<file path="src/rtl/arith_pkg.sv">
// Shared arithmetic definitions for the datapath adders.
//   op_t / OP_ADD / OP_SUB : add/subtract mode encoding
//   split_ok()             : elaboration-time legality of a WIDTH/STAGES split
package arith_pkg;

  typedef logic op_t;

  localparam op_t OP_ADD = 1'b0;
  localparam op_t OP_SUB = 1'b1;

  // A width can be cut into 'stages' equal chunks of at least one bit each.
  function automatic bit split_ok(int width, int stages);
    return (stages >= 1) && (stages <= width) && ((width % stages) == 0);
  endfunction

endpackage

</file>
<file path="src/rtl/rca_chunk.sv">
// Combinational CW-bit ripple-carry full-adder chain.
//   a, b      in  CW  chunk operands
//   cin       in  1   carry into bit 0
//   s         out CW  chunk sum
//   cout      out 1   carry out of the top bit
//   c_msb_in  out 1   carry into the top bit (for signed overflow)
module rca_chunk #(
  parameter int CW = 8
) (
  input  logic [CW-1:0] a,
  input  logic [CW-1:0] b,
  input  logic          cin,
  output logic [CW-1:0] s,
  output logic          cout,
  output logic          c_msb_in
);

  // Carry chain kept inside one process so the ripple is a plain
  // sequential evaluation rather than a self-referencing vector.
  logic [CW:0] c;

  always_comb begin
    c    = '0;
    s    = '0;
    c[0] = cin;
    for (int i = 0; i < CW; i++) begin
      s[i]   = a[i] ^ b[i] ^ c[i];
      c[i+1] = (a[i] & b[i]) | (c[i] & (a[i] ^ b[i]));
    end
  end

  assign cout     = c[CW];
  assign c_msb_in = c[CW-1];

endmodule

</file>
<file path="src/rtl/rca_pipe_addsub.sv">
// Pipelined ripple-carry adder/subtractor, STAGES chunks of CW = WIDTH/STAGES
// bits, one chunk per clock stage, valid/ready on both sides, global stall.
//   clk, rst            clock, synchronous active-high reset
//   in_valid/in_ready   operand handshake (in_ready depends only on output side)
//   input_a, input_b    operands
//   carryin             carry-in, add mode only
//   op                  OP_ADD / OP_SUB
//   out_valid/out_ready result handshake
//   sum, carryout       result and carry out of MSB (SUB: 1 = no borrow)
//   overflow            signed two's-complement overflow
module rca_pipe_addsub
  import arith_pkg::*;
#(
  parameter int WIDTH  = 32,
  parameter int STAGES = 4
) (
  input  logic             clk,
  input  logic             rst,
  input  logic             in_valid,
  output logic             in_ready,
  input  logic [WIDTH-1:0] input_a,
  input  logic [WIDTH-1:0] input_b,
  input  logic             carryin,
  input  op_t              op,
  output logic             out_valid,
  input  logic             out_ready,
  output logic [WIDTH-1:0] sum,
  output logic             carryout,
  output logic             overflow
);

  localparam int CW = WIDTH / STAGES;

  if (!split_ok(WIDTH, STAGES)) begin : g_cfg_chk
    $error("rca_pipe_addsub: WIDTH must be a multiple of STAGES, 1 <= STAGES <= WIDTH");
  end

  // Whole pipe advances together; a full, unaccepted output freezes it.
  logic              en;
  logic [STAGES-1:0] vld_pipe;

  assign en        = !vld_pipe[STAGES-1] | out_ready;
  assign in_ready  = en;
  assign out_valid = vld_pipe[STAGES-1];

  always_ff @(posedge clk) begin
    if (rst) begin
      vld_pipe <= '0;
    end else if (en) begin
      vld_pipe[0] <= in_valid;
      for (int k = 1; k < STAGES; k++) vld_pipe[k] <= vld_pipe[k-1];
    end
  end

  // Subtract is A + ~B + 1; carryin has no effect in that mode.
  logic [WIDTH-1:0] b_eff;
  logic             c0;

  assign b_eff = (op == OP_SUB) ? ~input_b : input_b;
  assign c0    = (op == OP_SUB) ? 1'b1 : carryin;

  // Stage k consumes the low CW bits of the pending operands, appends its sum
  // chunk above the sums already done, and forwards only the still-unprocessed
  // upper operand bits. Register widths therefore shrink/grow per stage.
  for (genvar k = 0; k < STAGES; k++) begin : g_st
    localparam int LO = k * CW;      // sum bits finished before this stage
    localparam int HI = WIDTH - LO;  // operand bits still pending here

    logic [HI-1:0]    a_i;
    logic [HI-1:0]    b_i;
    logic             c_i;
    logic [CW-1:0]    s_c;
    logic             co;
    logic             cm;
    logic [LO+CW-1:0] s_nx;
    logic [LO+CW-1:0] s_q;
    logic             c_q;

    if (k == 0) begin : g_in
      assign a_i  = input_a;
      assign b_i  = b_eff;
      assign c_i  = c0;
      assign s_nx = s_c;
    end else begin : g_in
      assign a_i  = g_st[k-1].g_fwd.a_q;
      assign b_i  = g_st[k-1].g_fwd.b_q;
      assign c_i  = g_st[k-1].c_q;
      assign s_nx = {s_c, g_st[k-1].s_q};
    end

    rca_chunk #(.CW(CW)) u_chunk (
      .a        (a_i[CW-1:0]),
      .b        (b_i[CW-1:0]),
      .cin      (c_i),
      .s        (s_c),
      .cout     (co),
      .c_msb_in (cm)
    );

    always_ff @(posedge clk) begin
      if (rst) begin
        s_q <= '0;
        c_q <= 1'b0;
      end else if (en) begin
        s_q <= s_nx;
        c_q <= co;
      end
    end

    if (k < STAGES - 1) begin : g_fwd
      logic [HI-CW-1:0] a_q;
      logic [HI-CW-1:0] b_q;
      logic             cm_unused;

      // Only the final chunk's top-bit carry matters for overflow.
      assign cm_unused = cm;

      always_ff @(posedge clk) begin
        if (rst) begin
          a_q <= '0;
          b_q <= '0;
        end else if (en) begin
          a_q <= a_i[HI-1:CW];
          b_q <= b_i[HI-1:CW];
        end
      end
    end else begin : g_tail
      logic ov_q;

      always_ff @(posedge clk) begin
        if (rst)     ov_q <= 1'b0;
        else if (en) ov_q <= co ^ cm;
      end
    end
  end

  assign sum      = g_st[STAGES-1].s_q;
  assign carryout = g_st[STAGES-1].c_q;
  assign overflow = g_st[STAGES-1].g_tail.ov_q;

endmodule

</file>
<file path="config.mk">
export PLATFORM = sky130hd
export DESIGN_NAME = rca_pipe_addsub
export DESIGN_NICKNAME = d
export VERILOG_FILES = /design/src/rtl/arith_pkg.sv /design/src/rtl/rca_chunk.sv /design/src/rtl/rca_pipe_addsub.sv
export SDC_FILE = /design/constraint.sdc
export NUM_CORES = 1
export LEC_CHECK = 0
export ABC_AREA = 1
export CORE_MARGIN = 4
export CORE_UTILIZATION = 35
export CTS_CLUSTER_SIZE = 25
export DETAILED_ROUTE_END_ITERATION = 10
export PLACE_DENSITY = 0.62
export SETUP_SLACK_MARGIN = 0.1
export SYNTH_ARGS = -nofsm -noshare
export SYNTH_HDL_FRONTEND = slang
export SYNTH_SLANG_ARGS = --single-unit
</file>
<file path="constraint.sdc">
create_clock -name clk -period 9.15 [get_ports clk]
set_clock_uncertainty 0.2 [all_clocks]
set_input_delay 1.3725 -clock clk [delete_from_list [all_inputs] [get_ports clk]]
set_output_delay 1.3725 -clock clk [all_outputs]
set_load 0.02 [all_outputs]
</file>
# ---- Word-level counts from Yosys, hierarchy flattened
# Index checks and enable logic that the tools add are counted.
dict set report classes {
  bitwise 163
  mux 2
  reduce_logical 1
}
# operator count
set ops {}
lappend ops {{1-bit bitwise XOR} 65}
lappend ops {{1-bit bitwise AND} 64}
lappend ops {{1-bit OR} 33}
lappend ops {{32-bit 2-to-1 mux} 1}
lappend ops {{32-bit inverter} 1}
lappend ops {{1-bit logical NOT} 1}
lappend ops {{1-bit 2-to-1 mux} 1}
dict set report totals {
  input_bits 70
  out_inout_bits 36
  wordCells 182
  register_bits 185
}

# ---- Depth between registers and ports, before layout
dict set report depth {
  depth_word 19
  ltp_mapped 16
  depth_no_buf 16
}

# ---- Modules after synthesis
# Synthesis repeated with hierarchy kept, for this count alone.
dict set report unflattened {
  hier_cells 1021
  area_unflattened_um2 8156.6
}
# mod seq_area_each_um2 area_per_inst_um2 cells_per_inst n_inst
set by_module_without_submodules {}
lappend by_module_without_submodules {rca_pipe_addsub 3703.6 7365.8 949 1}
lappend by_module_without_submodules {rca_chunk 0.0 197.7 18 4}

# ---- Worst setup path after synthesis
# Ideal clock, no wire load.
dict set report synth_path {
  path_kind {in2reg}
  from {input port op}
  to {register g_st[0].s_q[7]}
  arrival_time_ns 5.097
  t_required_ns 8.836
  setup_slack_ns 3.739
  path_buffers 2
  setup_time_ns 0.114
  path_stages 16
  cell_sequence {clkbuf_1 > buf_2 > xnor2_1 > fa_1 > inv_1 > fa_1 > inv_1 > fa_1 > fa_1 > fa_1 > fa_1 > fa_1 > inv_1 > fa_1 > nor2_1 > nor2_1}
}
dict set report synth_between {
  elab_chain_cells 17
}
# item line
set synth_rtl {}
lappend synth_rtl {{start: declaration} rca_pipe_addsub.sv:24} ;# input op_t op,
lappend synth_rtl {{32-bit 2-to-1 mux} rca_pipe_addsub.sv:59} ;# assign b_eff = (op == OP_SUB) ? ~input_b : input_b;
lappend synth_rtl {{1-bit bitwise XOR} rca_chunk.sv:28} ;# c[i+1] = (a[i] & b[i]) | (c[i] & (a[i] ^ b[i]));
lappend synth_rtl {{1-bit bitwise AND} rca_chunk.sv:28}
lappend synth_rtl {{1-bit OR} rca_chunk.sv:28}
lappend synth_rtl {{1-bit bitwise AND} rca_chunk.sv:28}
lappend synth_rtl {{1-bit OR} rca_chunk.sv:28}
lappend synth_rtl {{1-bit bitwise AND} rca_chunk.sv:28}
lappend synth_rtl {{1-bit OR} rca_chunk.sv:28}
lappend synth_rtl {{[2 not listed]} -}
lappend synth_rtl {{1-bit bitwise AND} rca_chunk.sv:28}
lappend synth_rtl {{1-bit OR} rca_chunk.sv:28}
lappend synth_rtl {{1-bit bitwise AND} rca_chunk.sv:28}
lappend synth_rtl {{1-bit OR} rca_chunk.sv:28}
lappend synth_rtl {{1-bit bitwise AND} rca_chunk.sv:28}
lappend synth_rtl {{1-bit OR} rca_chunk.sv:28}
lappend synth_rtl {{1-bit bitwise XOR (*)} rca_chunk.sv:27} ;# s[i] = a[i] ^ b[i] ^ c[i];
lappend synth_rtl {{named net g_st[0].s_c[7]} rca_pipe_addsub.sv:72} ;# logic [CW-1:0] s_c;
lappend synth_rtl {{end signal: assignment} rca_pipe_addsub.sv:105} ;# s_q <= s_nx;
lappend synth_rtl {{end: declaration} rca_pipe_addsub.sv:76} ;# logic [LO+CW-1:0] s_q;
# Mark *: on every way through the listed nets, which the timed path passes. The rest lies on a longest branch.
# A chain may end at the register's enable or synchronous reset.

# ---- Worst setup path after layout
# Ends and elaborated chain as after synthesis.

==> flow_summary_export.csv <==
group,metric,value,unit
status,outcome,"finished, final reports clean",
drt,wl_met2,7380,um
global_routing,grt_antenna_before_repair,1,
synthesis,synth.distinct_cells,19,
floorplan,core_area,22800,um2
drt,ant_nets,0,
timing,setup_viol,0,
placement,dp.cells,1391,
timing,max-slew-margin-rel,27.5,%
pwr,switchingPower,0.492,mW
min_path,hold_class,"reg -> reg",
critical_path,cp_cell_sequence,"clkdlybuf4s50_1 -> xnor2_1 -> fa_1 -> inv_1 -> fa_1 -> inv_1 -> fa_1 -> fa_1 -> fa_1 -> fa_1 -> fa_1 -> inv_1 -> fa_1 -> nor2_1 -> nor2_1",
pwr,power_frac_comb,13.1,%
pwr,ir_drop,0.0000907,V
drt,drtIter0Drc,408,
drt,vias,6086,
critical_path,startpoint_type,"input port",
placement,port_buffers,105,
synthesis,synth_area,8150,um2
run,drv_cap,0,
synthesis,ys_seq_area_share,45.4,%
synthesis,synthesis.nets,1135,
critical_path,worstPathRequired,9.27,ns
drt,wl,17500,um
timing,drv_slew,0,
cts,cts_resized,0,
timing,min_period_over_period,59.4,%
cts,clk_latency,0.44,ns
critical_path,slowest_delay,0.73,ns
global_routing,grt_pass1_vias,5768,
floorplan,ioPinCount,106,
timing,whs,0.273,ns
timing,final-hold-violation-count,0,
final_layout,drive_above_1_share,3.87,%
final_layout,stdcell_area,9940,um2
final_layout,post-route-util,43.7,%
drt,wl_met3,766,um
cts,root_buffer,"clkbuf_16",
drt,avgViaCountPerCell,4.27,
timing,worst_slack,3.71,ns
floorplan,die_h,161,um
pwr,switching_share,26.0,%
pwr,p_leak,4.16,nW
timing,rsz0062_at_grt,"no",
global_routing,grt_pass1_wl,28900,um
pwr,powerDensity,190,nW/um2
cts,cts_tree,"built",
pwr,p_int,1.40,mW
final_layout,final_nets,1199,
synthesis,yosysWarnings,0,
final_layout,num-fill-cells,2304,
drt,drt-met1-wl,9080,um
drt,top_layer_used,"met4",
drt,drt_first_pass_iters,4,
timing,finalCriticalPeriod,5.44,ns
critical_path,slowest_stage,"clkdlybuf4s50_1",
placement,placed_area,9350,um2
synthesis,ys_ff_latch,185,
final_layout,area_delta_synth_final,22.0,%
timing,fin_tns_setup,0,ns
drt,drc,0,
floorplan,row_count,55,
placement,dp_hpwl,11300,um
critical_path,crit_type,"in -> reg",
final_layout,final_cell_mix,"369 x nor2_1, 185 x dfxtp_1, 148 x o21bai_1",
placement,dp_slack,3.20,ns
timing,tightest_slew,1.09,ns
final_layout,instances_no_fill,1424,
global_routing,grt.total_usage,13.6,%
cts,clkTransAtPathRegs,0.07,ns
cts,cts.path.max_buffers,2,
pwr,p_clk_share,39.2,%
pwr,post-layout-total-power,1.89,mW
drt,wl_per_cell,12.3,um
global_routing,grt_overflow_total,0,
cts,cts_hold_buf,0,
final_layout,final_common_cell,"nor2_1",
floorplan,die_area,25800,um2
floorplan,initial_utilization,35.8,%
synthesis,synth_cells,1033,
critical_path,critPathCaptureType,"flop",
cts,post_cts_buffers,0,
timing,fmax,184,MHz
cts,numCtsBuffers,17,
pwr,seq_power_share,47.7,%
cts,clock_sinks,185,
synthesis,synth_area_per_cell,7.89,um2
critical_path,path_common_cell,"fa_1",
critical_path,arrival,5.56,ns
placement,routabilityCongestion,0.742,
floorplan,dieWidth,161,um
global_routing,grt_max_degree,93,
critical_path,crit_fanout,5,
cts,ctsHtreeMaxLevel,4,
[sequential cells by signal, summed over array words and instances (netlist names)]
register        cells
g_st.s_q           48
carryout            1
sum                32
g_st.g_fwd.b_q     48
g_st.g_fwd.a_q     48
overflow            1
g_st.c_q            3
vld_pipe            4
[critical path, delay by kind of cell]
kind                       cells  cell delay (ns)
adders and majority gates      8             2.90
buffers and inverters          4             0.94
and+or+nand+nor                2             0.17
xor gates and xnor gates       1             0.16
[path summary, 6_finish.rpt]
path,from,end,slack (ns),cells after the start
min reg2reg,vld_pipe[2]$_SDFFE_PP0P_,vld_pipe[3]$_SDFFE_PP0P_,0.27,2
max reg2reg,g_st[2].c_q$_SDFFE_PP0P_,overflow$_SDFFE_PP0P_,5.05,16
max,op,g_st[0].s_q[7]$_SDFFE_PP0P_,3.71,15
min,vld_pipe[2]$_SDFFE_PP0P_,vld_pipe[3]$_SDFFE_PP0P_,0.27,2
[cells by family (layout without fill, tap and decap cells)]
group                    after synthesis  count (layout)  share of synthesized area (%)
AO/OA/AOI/OAI                        149             149                           13.7
XOR/XNOR                               8               8                          0.859
adder cells (fa/ha/maj)               32              32                           7.86
buffers and inverters                141             218                           7.12
flip-flops                           185             185                           45.4
other                                  0               1                              0
AND/OR/NAND/NOR                      518             518                           25.1
[layer usage]
layer	vias up	track usage, %
li1	3312	-
met1	2673	20.0
met2	84	19.4
met3	17	3.41
met4	0	4.77
met5	-	0
[power groups by stage]
stage | Clock, mW | Combinational, mW | Sequential, mW
after global routing | 0.798 | 0.284 | 0.910
after CTS | 0.761 | 0.251 | 0.902
after detailed placement | 0 | 0.249 | 0.921
after floorplan | 0 | 0.156 | 0.921
final | 0.742 | 0.247 | 0.902
after global placement | 0 | 0.247 | 0.919
[Yosys cell counts]
cell type    n  area share [%]
nor2_4       1            0.14
inv_1       71             3.3
xor2_1       2            0.21
o21bai_1   148              14
nand2_1    122             5.6
nand3b_1    23             2.1
dfxtp_1    185              45
nand3_1      2            0.12
buf_1        1           0.046
clkinv_1     1           0.046
fa_1        32             7.9
clkbuf_1    29             1.3
inv_2        2           0.092
xnor2_1      6            0.64
a21oi_1      1           0.061
buf_2       35             2.1
buf_4        2            0.18
nand2_2      1           0.077
nor2_1     369              17
[cell type report]
| class | count | area, um2 | share of cell area [%] |
|---|---|---|---|
| clock buffers | 18 | 429 | 4.32 |
| repair buffers | 112 | 1100 | 11.1 |
| well taps | 313 | 392 | 3.94 |
| multi-input cells | 707 | 3870 | 39.0 |
| flip-flops and latches | 185 | 3700 | 37.2 |
| clock inverters | 14 | 164 | 1.65 |
| inverters | 74 | 278 | 2.79 |
| diodes | 1 | 2.50 | 0.0252 |
(Power assumes the default switching activity.)
